## src/rtl/vga_timing_gen.sv

```systemverilog
// VGA raster timing and test-pattern generator.
// Counters, sync, data-enable, coordinates and pattern colour are decoded and registered together.
module vga_timing_gen #(
  parameter int H_ACTIVE = 1280,
  parameter int H_FP     = 48,
  parameter int H_SYNC   = 112,
  parameter int H_BP     = 248,
  parameter int V_ACTIVE = 1024,
  parameter int V_FP     = 7,
  parameter int V_SYNC   = 3,
  parameter int V_BP     = 32,
  parameter bit HS_POL   = 1'b0,
  parameter bit VS_POL   = 1'b0,
  parameter int CNT_W    = 11,
  parameter int COLOR_W  = 4,
  parameter int CHK_LOG2 = 6
) (
  input  logic                 dclk,
  input  logic                 clr,
  input  logic [1:0]           mode,
  input  logic [3*COLOR_W-1:0] solid_rgb,
  output logic                 hsync,
  output logic                 vsync,
  output logic                 de,
  output logic [CNT_W-1:0]     x,
  output logic [CNT_W-1:0]     y,
  output logic [COLOR_W-1:0]   red,
  output logic [COLOR_W-1:0]   green,
  output logic [COLOR_W-1:0]   blue,
  output logic                 frame_start,
  output logic [15:0]          frame_cnt
);

  localparam int H_TOTAL = H_SYNC + H_BP + H_ACTIVE + H_FP;
  localparam int V_TOTAL = V_SYNC + V_BP + V_ACTIVE + V_FP;
  localparam int H_START = H_SYNC + H_BP;
  localparam int V_START = V_SYNC + V_BP;

  localparam logic [CNT_W-1:0] H_LAST_C     = CNT_W'(H_TOTAL - 1);
  localparam logic [CNT_W-1:0] V_LAST_C     = CNT_W'(V_TOTAL - 1);
  localparam logic [CNT_W-1:0] H_SYNC_C     = CNT_W'(H_SYNC);
  localparam logic [CNT_W-1:0] V_SYNC_C     = CNT_W'(V_SYNC);
  localparam logic [CNT_W-1:0] H_START_C    = CNT_W'(H_START);
  localparam logic [CNT_W-1:0] V_START_C    = CNT_W'(V_START);
  localparam logic [CNT_W-1:0] H_ACT_LAST_C = CNT_W'(H_START + H_ACTIVE - 1);
  localparam logic [CNT_W-1:0] V_ACT_LAST_C = CNT_W'(V_START + V_ACTIVE - 1);
  localparam logic [CNT_W-1:0] X_LAST_C     = CNT_W'(H_ACTIVE - 1);
  localparam logic [CNT_W-1:0] Y_LAST_C     = CNT_W'(V_ACTIVE - 1);
  localparam logic [CNT_W-1:0] BAR_W_C      = CNT_W'(H_ACTIVE / 8);
  localparam logic [CNT_W-1:0] BAR_MAX_C    = CNT_W'(7);

  // Counters must hold the last position of each axis; bars need a nonzero width.
  if ((H_TOTAL - 1) >= (2 ** CNT_W) || (V_TOTAL - 1) >= (2 ** CNT_W)) begin : g_cnt_w_check
    $fatal(1, "vga_timing_gen: CNT_W too small for H_TOTAL/V_TOTAL");
  end
  if (H_ACTIVE < 8 || CHK_LOG2 >= CNT_W) begin : g_geom_check
    $fatal(1, "vga_timing_gen: H_ACTIVE must be >= 8 and CHK_LOG2 < CNT_W");
  end

  logic [CNT_W-1:0]   hc, vc;
  logic [1:0]         mode_q;
  logic               hs_on, vs_on, de_c, first_c, frame_end;
  logic [CNT_W-1:0]   x_c, y_c, bar_raw;
  logic [2:0]         bar_idx, mask;
  logic [3*COLOR_W-1:0] rgb_c;

  always_comb begin
    hs_on     = (hc < H_SYNC_C);
    vs_on     = (vc < V_SYNC_C);
    de_c      = (hc >= H_START_C) && (hc <= H_ACT_LAST_C) &&
                (vc >= V_START_C) && (vc <= V_ACT_LAST_C);
    x_c       = de_c ? (hc - H_START_C) : '0;
    y_c       = de_c ? (vc - V_START_C) : '0;
    first_c   = de_c && (hc == H_START_C) && (vc == V_START_C);
    frame_end = (hc == H_LAST_C) && (vc == V_LAST_C);

    bar_raw = x_c / BAR_W_C;
    bar_idx = (bar_raw > BAR_MAX_C) ? 3'd7 : bar_raw[2:0];

    // mask is {R,G,B} fully on/off for the three fixed-colour patterns
    mask = 3'b000;
    case (mode_q)
      2'd0: begin
        case (bar_idx)
          3'd0:    mask = 3'b111;
          3'd1:    mask = 3'b110;
          3'd2:    mask = 3'b011;
          3'd3:    mask = 3'b010;
          3'd4:    mask = 3'b101;
          3'd5:    mask = 3'b100;
          3'd6:    mask = 3'b001;
          default: mask = 3'b000;
        endcase
      end
      2'd1:    mask = (x_c[CHK_LOG2] ^ y_c[CHK_LOG2]) ? 3'b000 : 3'b111;
      2'd3:    mask = ((x_c == '0) || (x_c == X_LAST_C) || (y_c == '0) || (y_c == Y_LAST_C))
                      ? 3'b111 : 3'b000;
      default: mask = 3'b000;
    endcase

    if (!de_c)
      rgb_c = '0;
    else if (mode_q == 2'd2)
      rgb_c = solid_rgb;
    else
      rgb_c = {{COLOR_W{mask[2]}}, {COLOR_W{mask[1]}}, {COLOR_W{mask[0]}}};
  end

  always_ff @(posedge dclk or posedge clr) begin
    if (clr) begin
      hc          <= '0;
      vc          <= '0;
      mode_q      <= 2'd0;
      hsync       <= ~HS_POL;
      vsync       <= ~VS_POL;
      de          <= 1'b0;
      x           <= '0;
      y           <= '0;
      red         <= '0;
      green       <= '0;
      blue        <= '0;
      frame_start <= 1'b0;
      frame_cnt   <= 16'd0;
    end else begin
      if (hc == H_LAST_C) begin
        hc <= '0;
        vc <= (vc == V_LAST_C) ? '0 : vc + CNT_W'(1);
      end else begin
        hc <= hc + CNT_W'(1);
      end
      // New pattern takes effect from the first pixel of the next frame
      if (frame_end)
        mode_q <= mode;

      hsync       <= hs_on ? HS_POL : ~HS_POL;
      vsync       <= vs_on ? VS_POL : ~VS_POL;
      de          <= de_c;
      x           <= x_c;
      y           <= y_c;
      red         <= rgb_c[3*COLOR_W-1 -: COLOR_W];
      green       <= rgb_c[2*COLOR_W-1 -: COLOR_W];
      blue        <= rgb_c[COLOR_W-1 -: COLOR_W];
      frame_start <= first_c;
      if (first_c)
        frame_cnt <= frame_cnt + 16'd1;
    end
  end

endmodule

```

## config.mk

```make
export PLATFORM = sky130hd
export DESIGN_NAME = vga_timing_gen
export DESIGN_NICKNAME = d
export VERILOG_FILES = /design/src/rtl/vga_timing_gen.sv
export SDC_FILE = /design/constraint.sdc
export NUM_CORES = 1
export LEC_CHECK = 0
export ABC_CLOCK_PERIOD_IN_PS = 4500
export CAP_MARGIN = 25
export CORE_MARGIN = 4
export CORE_UTILIZATION = 54
export CTS_BUF_LIST = sky130_fd_sc_hd__clkbuf_4 sky130_fd_sc_hd__clkbuf_8 sky130_fd_sc_hd__clkbuf_16
export DETAILED_ROUTE_END_ITERATION = 7
export PLACE_DENSITY_LB_ADDON = 0.3
export SLEW_MARGIN = 40
export SYNTH_ARGS = -nofsm -noshare
export SYNTH_HDL_FRONTEND = slang
export SYNTH_SLANG_ARGS = --single-unit
```

## constraint.sdc

```tcl
create_clock -name dclk -period 4.5 [get_ports dclk]
set_input_delay 0.675 -clock dclk [delete_from_list [all_inputs] [get_ports dclk]]
set_output_delay 0.675 -clock dclk [all_outputs]
set_load 0.02 [all_outputs]
```

Word level (Yosys, flattened, before mapping)
Index checks and enable logic that the tools add are counted.
{"block": "word_totals", "wordCells": 68, "out_inout_bits": 54, "ff_bits": 78}
{"block": "op_classes", "eq_ne": 15, "addsub": 5, "magnitude_cmp": 7, "muxes": 13, "bitwise": 1, "reduce_logical": 13, "div_mod_pow": 1}
{"operator": "11-bit 2-to-1 mux", "n": 4}
{"operator": "11-bit == test (second input constant)", "n": 3}
{"operator": "12-bit 2-to-1 mux", "n": 2}
{"operator": "11-bit by 1-bit adder with 11-bit output (second input constant)", "n": 2}
{"operator": "11-bit less-or-equal comparator (second input constant)", "n": 2}
{"operator": "11-bit logical NOT", "n": 2}
{"operator": "3-bit case mux with 7 select lines", "n": 1}
{"operator": "16-bit by 1-bit adder with 16-bit output (second input constant)", "n": 1}
{"operator": "11-bit by 8-bit divider with 11-bit output (second input constant)", "n": 1}
{"operator": "11-bit by 10-bit == test with 1-bit output (second input constant)", "n": 1}
{"operator": "11-bit by 6-bit == test with 1-bit output (second input constant)", "n": 1}
{"operator": "11-bit by 9-bit == test with 1-bit output (second input constant)", "n": 1}
{"operator": "11-bit by 6-bit greater-or-equal comparator with 1-bit output (second input constant)", "n": 1}
{"operator": "11-bit by 9-bit greater-or-equal comparator with 1-bit output (second input constant)", "n": 1}
{"operator": "11-bit by 3-bit greater-than comparator with 1-bit output (second input constant)", "n": 1}
{"operator": "11-bit by 2-bit less-than comparator with 1-bit output (second input constant)", "n": 1}
{"operator": "11-bit by 7-bit less-than comparator with 1-bit output (second input constant)", "n": 1}
{"operator": "11-bit by 6-bit subtractor with 11-bit output (second input constant)", "n": 1}
{"operator": "11-bit by 9-bit subtractor with 11-bit output (second input constant)", "n": 1}
{"operator": "3-bit == test (second input constant)", "n": 3}
{"operator": "3-bit 2-to-1 mux", "n": 3}
{"operator": "3-bit case mux with 3 select lines", "n": 1}
{"operator": "3-bit by 2-bit == test with 1-bit output (second input constant)", "n": 2}
{"operator": "1-bit logical AND", "n": 6}
{"operator": "other kinds (8)", "n": 12}

Logic depth before layout (Yosys ltp)
Gate-level depths: netlist of the first run.
{"block": "logic_depth", "ltp_word": 13, "depth_mapped": 11, "ltp_nobuf": 9}

Least setup slack after synthesis of the first run
Ideal clock, no wire load.
{"block": "synth_path", "kind": "reg2reg", "from": "register hc[3]", "to": "register blue[0]", "t_required_ns": 4.423, "path_slack_ns": 1.403, "t_arrival_ns": 3.020, "stages_incl_launch_ff": 11, "setup_time_ns": 0.077, "cell_sequence": "dfrtp_1 > clkbuf_1 > inv_1 > ha_1 > or4b_1 > a211o_1 > a2111oi_0 > o21ai_0 > a311o_1 > a21boi_4 > a21oi_1"}
{"block": "synth_via", "elab_chain_cells": 13, "word_cells_on_any_way": 32, "cone_classes": "add/sub (1); div (1); order compare (3); eq/ne (8); mux (9); bitwise (1); reduce/logical (9)"}
{"item": "from (decl)", "line": "60", "source": "logic [CNT_W-1:0] hc, vc;"}
{"item": "from (signal assigned)", "line": "129", "source": "hc <= hc + CNT_W'(1);"}
{"item": "11-bit by 9-bit greater-or-equal comparator with 1-bit output or 11-bit less-or-equal comparator (tied branches)", "line": "70", "source": "de_c = (hc >= H_START_C) && (hc <= H_ACT_LAST_C) &&"}
{"item": "1-bit logical AND (2 in series)", "line": "70"}
{"item": "1-bit logical AND", "line": "71", "source": "(vc >= V_START_C) && (vc <= V_ACT_LAST_C);"}
{"item": "11-bit 2-to-1 mux", "line": "72", "source": "x_c = de_c ? (hc - H_START_C) : '0;"}
{"item": "11-bit by 8-bit divider with 11-bit output, or another cell as far along", "line": "77", "source": "bar_raw = x_c / BAR_W_C;"}
{"item": "11-bit by 3-bit greater-than comparator with 1-bit output or 1-bit logical OR (tied branches)", "line": "78, 96"}
{"item": "3-bit 2-to-1 mux or 1-bit logical OR (tied branches)", "line": "78, 96"}
{"item": "3-bit == test, or another cell as far along", "line": "84", "source": "case (bar_idx)"}
{"item": "3-bit case mux with 7 select lines or 3-bit 2-to-1 mux (tied branches)", "line": "84, 97"}
{"item": "3-bit case mux with 3 select lines", "line": "82", "source": "case (mode_q)"}
{"item": "12-bit 2-to-1 mux", "line": "103", "source": "else if (mode_q == 2'd2)"}
{"item": "12-bit 2-to-1 mux *", "line": "101", "source": "if (!de_c)"}
{"item": "via rgb_c[0]", "line": "65", "source": "logic [3*COLOR_W-1:0] rgb_c;"}
{"item": "to (signal assigned)", "line": "142", "source": "blue <= rgb_c[COLOR_W-1 -: COLOR_W];"}
{"item": "to (decl)", "line": "29", "source": "output logic [COLOR_W-1:0] blue,"}
Mark *: on every way through the listed nets, which the timed path passes. The rest lies on a longest branch.
A chain may end at the register's enable or synchronous reset.

Final worst setup path of the first run
{"block": "layout_path", "from": "register hc[3]", "to": "register red[1]"}
{"block": "layout_via", "elab_chain_cells": 13, "word_cells_on_any_way": 32, "cone_classes": "add/sub (1); div (1); order compare (3); eq/ne (8); mux (9); bitwise (1); reduce/logical (9)"}
{"item": "11-bit by 9-bit greater-or-equal comparator with 1-bit output or 11-bit less-or-equal comparator (tied branches)", "line": "70"}
{"item": "1-bit logical AND (2 in series)", "line": "70"}
{"item": "1-bit logical AND", "line": "71"}
{"item": "11-bit 2-to-1 mux", "line": "72"}
{"item": "11-bit by 8-bit divider with 11-bit output, or another cell as far along", "line": "77"}
{"item": "11-bit by 3-bit greater-than comparator with 1-bit output or 1-bit logical OR (tied branches)", "line": "78, 96"}
{"item": "3-bit 2-to-1 mux or 1-bit logical OR (tied branches)", "line": "78, 96"}
{"item": "3-bit == test, or another cell as far along", "line": "84"}
{"item": "3-bit case mux with 7 select lines or 3-bit 2-to-1 mux (tied branches)", "line": "84, 97"}
{"item": "3-bit case mux with 3 select lines", "line": "82"}
{"item": "12-bit 2-to-1 mux", "line": "103"}
{"item": "12-bit 2-to-1 mux *", "line": "101"}
{"item": "via rgb_c[9]", "line": "65"}
{"item": "to (signal assigned)", "line": "140", "source": "red <= rgb_c[3*COLOR_W-1 -: COLOR_W];"}
{"item": "to (decl)", "line": "27", "source": "output logic [COLOR_W-1:0] red,"}
Marked as above.

==> impl_metrics.toml, run 1 <==
[run_status]
outcome = "finished clean"

[floorplanning]
die-area_um2 = 9720
start_util = 0.565
rows = 32
design.core.area_um2 = 7850
ioPinCount = 70
die_h_um = 98.6
dieWidth_um = 98.6

[finish]
antenna_cells = 0
drive_gt1_frac = 0.0705
area_growth_pct = 20.9
fin_area_um2 = 5360
nNetsFinal = 560

[sta]
finalSetupTns_ps = 0
fin_hold_ws_ps = 485
fmax_mhz = 282
period_share = 0.789
grt_setup_unrepaired = "no"
relSlewSlack = 0.507
hold_viol = 0
skew_ps = 16.2
slew_viol_final = 0
min_period_ps = 3550
tightest_slew_ps = 739
setup_viol = 0

[placed_design]
hpwl_mm = 7.91
routabilityCongestion = 0.915
numPortBuffers = 69
post_dp_cell_area_um2 = 5160

[worst_setup_path]
startpoint_type = "flop"
path_cells = "inv_1 -> ha_1 -> nand3b_1 -> a21oi_1 -> nand3b_1 -> o2111ai_2 -> nor4b_2 -> o21ai_0 -> a21oi_1"
cp_max_fo = 19
cp.arrival_ps = 3820
required_ps = 4760
worstSetupPathType = "flop to flop"
cp_slowest_cell = "dfrtp_1"
critPathMaxStageDelay_ps = 700
r2r_end = "red[1]$_DFF_PP0_"
end_kind = "flop"
reg2reg_depth = 9
rr_startpoint = "hc[3]$_DFF_PP0_"
r2r_setup_slack_ps = 950

[clock_network]
numCtsBuffers = 9
cts.sinks = 78
cts.path.max_buffers = 2
hold_buffers = 0
cts_htree_levels = 3
cts_tree = "yes"
cts_root_buf = "clkbuf_8"
clk_latency_ps = 350
post_cts_buffers = 0
ctsResizeCount = 0
clk_pin_slew_ps = 80

[yosys]
yosys_most_used_dff = "dfrtp_1"
post-synth-top-area-fraction = 0.429
synth_top_cells_by_count = "76 x dfrtp_1, 63 x nor2_1, 44 x nand2_1, 28 x xnor2_1, 27 x a21oi_1"
synth_nets = 509
async_flop_share = 1.00
synth_edf_count = 0
syn_area_um2 = 4430
synth_area_leaders = "dfrtp_1 43%, xnor2_1 5.5%, nor2_1 5.3%"
synth_seq_cells = 78
yosysMostFrequentCell = "dfrtp_1"
ys_warn_count = 0
synthCells = 483
ys_types = 69
yosysSeqAreaShare = 0.441
synth_largest_area_cell = "dfrtp_1"
avgSynthCellArea_um2 = 9.18

[drt]
drt_iter0_markers = 249
drc = 0
routed_wl_mm = 10.9
viasPerCell = 5.98
drt_first_pass_iters = 6
ant_nets = 0
vias = 3835
wl_per_cell_um = 17.0

[grt]
grt_pass1_wl_mm = 18.0
grt_pass1_vias = 3626
grt_start_max_net_pins = 51
gr-usage-met3 = 0.0382
track_usage = 0.227
grt-busiest-layer = "met2"
grt_overflow = 0
antenna_found_initial = 0
use_met2 = 0.375
met1_usage = 0.306

[flow_run]
maxCapViolCount = 0

[hold_path]
hp-start = "frame_cnt[15]$_DFFE_PP0P_"
min_to = "frame_cnt[15]$_DFFE_PP0P_"
min_path_cells = 1
hold_path_class = "flop to flop"

[pwr]
p_per_area_nw_per_um2 = 236
leakage_nw = 2.34
vdd_ir_drop_max_mv = 0.194
[stage by stage]
stage	instances	utilization	setup WS (ps)	power (mW)
2_1_floorplan	483	-	1400	0.725
3_3_place_gp	625	0.656	1160	0.741
3_5_place_dp	625	0.657	1020	0.743
4_1_cts	641	0.683	977	1.28
5_1_grt	641	0.683	617	1.31
6_report	641	0.683	949	1.26
[cell type report]
type	count	area (um^2)
Multi-Input combinational cell	360	2310
Inverter	14	55.1
Clock inverter	5	57.6
Sequential cell	78	1950
Timing Repair Buffer	71	706
Tap cell	102	128
Fill cell	661	2490
Clock buffer	11	145
[critical path, delay by kind of cell, from the launching register on]
kind,cells,cell delay (ps)
compound gates,4,1150
fa+ha+maj,1,410
buf+inv,1,130
flops,1,700
simple gates,3,1080
[worst max path at each step]
stage	from	endpoint	cells after the start
floorplan	hc[3]$_DFF_PP0_	blue[0]$_DFF_PP0_	10
global placement	hc[3]$_DFF_PP0_	blue[2]$_DFF_PP0_	9
detailed placement	hc[3]$_DFF_PP0_	blue[1]$_DFF_PP0_	9
CTS	hc[3]$_DFF_PP0_	blue[1]$_DFF_PP0_	9
global route	hc[3]$_DFF_PP0_	red[1]$_DFF_PP0_	9
finish	hc[3]$_DFF_PP0_	red[1]$_DFF_PP0_	9
[registers in the layout, indices dropped and copies added (netlist names)]
signal       flops
de               1
hsync            1
green            4
hc              11
blue             4
x               11
y               11
mode_q           2
vsync            1
vc              11
frame_cnt       16
frame_start      1
red              4
[layer usage]
| metal | vias up | share of wire |
|---|---|---|
| li1 | 1817 | - |
| met4 | 0 | 0.017 |
| met1 | 1867 | 0.44 |
| met3 | 15 | 0.062 |
| met2 | 136 | 0.48 |
| met5 | - | 0 |
[logic make-up (layout without fill, tap and decap cells)]
logic type	after synthesis	count (layout)	share of synthesized area
xor gates and xnor gates	42	42	0.0830
buffers and inverters	45	101	0.0409
muxes	5	5	0.0127
AOI/OAI and AO/OA	99	99	0.160
and+or+nand+nor	204	204	0.234
adders and majority gates	10	10	0.0282
DFF	78	78	0.441
[power by group]
part           internal, mW  switching, mW
Sequential            0.700              0
Clock                 0.279          0.257
Combinational        0.0121         0.0150
[cell usage in the layout, fill, tap and decap left out, types with 3 or more instances in the layout]
cell type	count
a211oi_1	5
o21ai_0	16
o22ai_1	6
a21boi_0	3
xor2_1	14
a21oi_1	27
nor4_1	5
dfrtp_1	76
clkbuf_8	10
nand2b_1	10
and2_1	10
ha_1	10
a2111oi_0	3
mux2_2	5
inv_1	12
xnor2_1	28
nand3_1	15
o31ai_1	3
clkdlybuf4s50_1	69
nor3_1	13
a31oi_1	3
nor2_1	63
nand4_1	11
or4_1	4
nand2_1	44
and3_1	8
a21o_1	3
Note: power is estimated with default switching activity, not from simulation.
==> run 2, diff against run 1 <==
- ABC_CLOCK_PERIOD_IN_PS: 4500 -> 3400
- clock period: 4.5 -> 3.4 ns (I/O delays scaled with it)
==> run 2 against run 1 <==
  * Sequential power rose by 32%
  * Non-clock buffer count rose by 10
  * Cell count up 1.6%
  * Sequential share of layout area shrank 0.45 points
  * Critical path type unchanged
==> impl_metrics.toml, run 2 (same netlist as run 1, synthesis figures left out) <==
[run_status]
outcome = "finished clean"

[finish]
fin_area_um2 = 5430
drive_gt1_frac = 0.0874
fin_util = 0.691
final_cell_count_no_fill = 651
layout_common_cells = "76 x dfrtp_1, 69 x clkdlybuf4s50_1, 63 x nor2_1"
regMostFlops = "frame_cnt"
area_growth_pct = 22.4
layout_commonest_cell = "dfrtp_1"
nNetsFinal = 570
antenna_cells = 0
largest_register_ff_count = 16
fill_cells = 639

[worst_setup_path]
cp_max_fo = 13
rr_startpoint = "vc[0]$_DFFE_PP0N_"
critPathMaxStageDelay_ps = 540
cp_slowest_cell = "dfrtp_1"
reg2reg_depth = 8
r2r_setup_slack_ps = 110
startpoint_type = "flop"
cp.arrival_ps = 3550
r2r_end = "blue[0]$_DFF_PP0_"
worstSetupPathType = "flop to flop"
path_cells = "ha_1 -> or4_1 -> a211o_1 -> a2111oi_0 -> nand4bb_1 -> a311o_1 -> a21boi_4 -> a21oi_1"
end_kind = "flop"
crit_start = "vc[0]$_DFFE_PP0N_"
endpoint = "blue[0]$_DFF_PP0_"
required_ps = 3660

[pwr]
vdd_ir_drop_max_mv = 0.295
p_per_area_nw_per_um2 = 306
power.share.clock = 0.419
leakage_nw = 2.37
p_seq_frac = 0.559
pwr-share-comb = 0.022
p_sw_mw = 0.352
swShare = 0.212
intPower_mw = 1.31

[clock_network]
cts_tree = "yes"
numCtsBuffers = 9
cts.sinks = 78
cts_root_buf = "clkbuf_8"
clk_latency_ps = 340
hold_buffers = 0
clk_pin_slew_ps = 80
cts.path.max_buffers = 2
cts_htree_levels = 3

[sta]
fmax_mhz = 304
hold_viol = 0
tightest_slew_ps = 777
min_period_ps = 3290
setup_viol = 0
setup_slack_ps = 110
skew_ps = 5.98
period_share = 0.968
slew_viol_final = 0
relSlewSlack = 0.481

[drt]
drt_iter0_markers = 282
ant_nets = 0
routed_wl_mm = 11.2
vias = 3918
viasPerCell = 6.02
drt_first_pass_iters = 7
wl_per_cell_um = 17.2
drc = 0

[grt]
grt_overflow = 0
track_usage = 0.235
antenna_found_initial = 0
grt_start_max_net_pins = 34
grt_pass1_vias = 3751
grt_pass1_wl_mm = 18.7

[floorplanning]
start_util = 0.565
dieWidth_um = 98.6
die_h_um = 98.6
die-area_um2 = 9720
ioPinCount = 70
rows = 32
design.core.area_um2 = 7850

[placed_design]
numPortBuffers = 69
dp.cells = 635
hpwl_mm = 8.12
pre_cts_slack_ps = 281
post_dp_cell_area_um2 = 5220
routabilityCongestion = 1.01

[flow_run]
maxCapViolCount = 0

[hold_path]
hold_path_class = "flop to flop"
run 2: cell count changes in the layout (fill, tap and decap cells not counted), sizes merged:
cell	previous run	this run
buf	2	12
clkbuf	11	12
clkinv	4	3
clkinvlp	0	1
inv	14	13
run 2: critical path, delay by kind of cell (launching register included):
kind                       cells  cell delay [ps]
AOI/OAI and AO/OA              5             1560
adders and majority gates      1              350
DFF                            1              540
and+or+nand+nor                2              760
run 2: what timing repair did:
item / 4_1_cts / 5_1_grt
buffers inserted: 0 / 0
endpoints found under the setup margin: 0 / 8
gates resized for setup: 0 / 1
run 2: cell type report:
cell class                 count  area [um^2]  share of cell area
clock buffer                  12          146              0.0270
sequential                    78         1950               0.360
multi-input combinational    360         2320               0.427
inverter                      14         52.6             0.00968
tap                          102          128              0.0235
clock inverter                 4         47.5             0.00876
timing repair buffer          81          781               0.144
run 2: worst min-delay path by stage:
stage	slack, ps	cells past startpoint	to	startpoint
global placement	460	1	frame_cnt[15]$_DFFE_PP0P_	frame_cnt[15]$_DFFE_PP0P_
global route	510	1	frame_cnt[13]$_DFFE_PP0P_	frame_cnt[13]$_DFFE_PP0P_
CTS	480	1	frame_cnt[15]$_DFFE_PP0P_	frame_cnt[15]$_DFFE_PP0P_
floorplan	470	1	hc[0]$_DFF_PP0_	hc[0]$_DFF_PP0_
detailed placement	470	1	frame_cnt[15]$_DFFE_PP0P_	frame_cnt[15]$_DFFE_PP0P_
finish	480	1	frame_cnt[15]$_DFFE_PP0P_	frame_cnt[15]$_DFFE_PP0P_
run 2: metal layers:
metal  part of all wire  global-route usage
met1               0.42               0.324
met4              0.018              0.0630
met2               0.48               0.383
met3              0.075              0.0418
met5                  0                   0
run 2: power by group through the flow:
stage                     clock (mW)  sequential (mW)  combinational, mW
after floorplan                    0            0.945             0.0136
after global placement             0            0.945             0.0372
after detailed placement           0            0.945             0.0383
after CTS                      0.711            0.927             0.0386
after global routing           0.751            0.927             0.0421
final                          0.694            0.927             0.0367
run 2: metrics by stage:
stage	setup TNS (ps)	power, mW	hold slack (ps)
after floorplan	0	0.959	469
after global placement	0	0.982	461
after detailed placement	0	0.984	465
after CTS	0	1.68	480
after global routing	-330	1.72	507
final	0	1.66	478
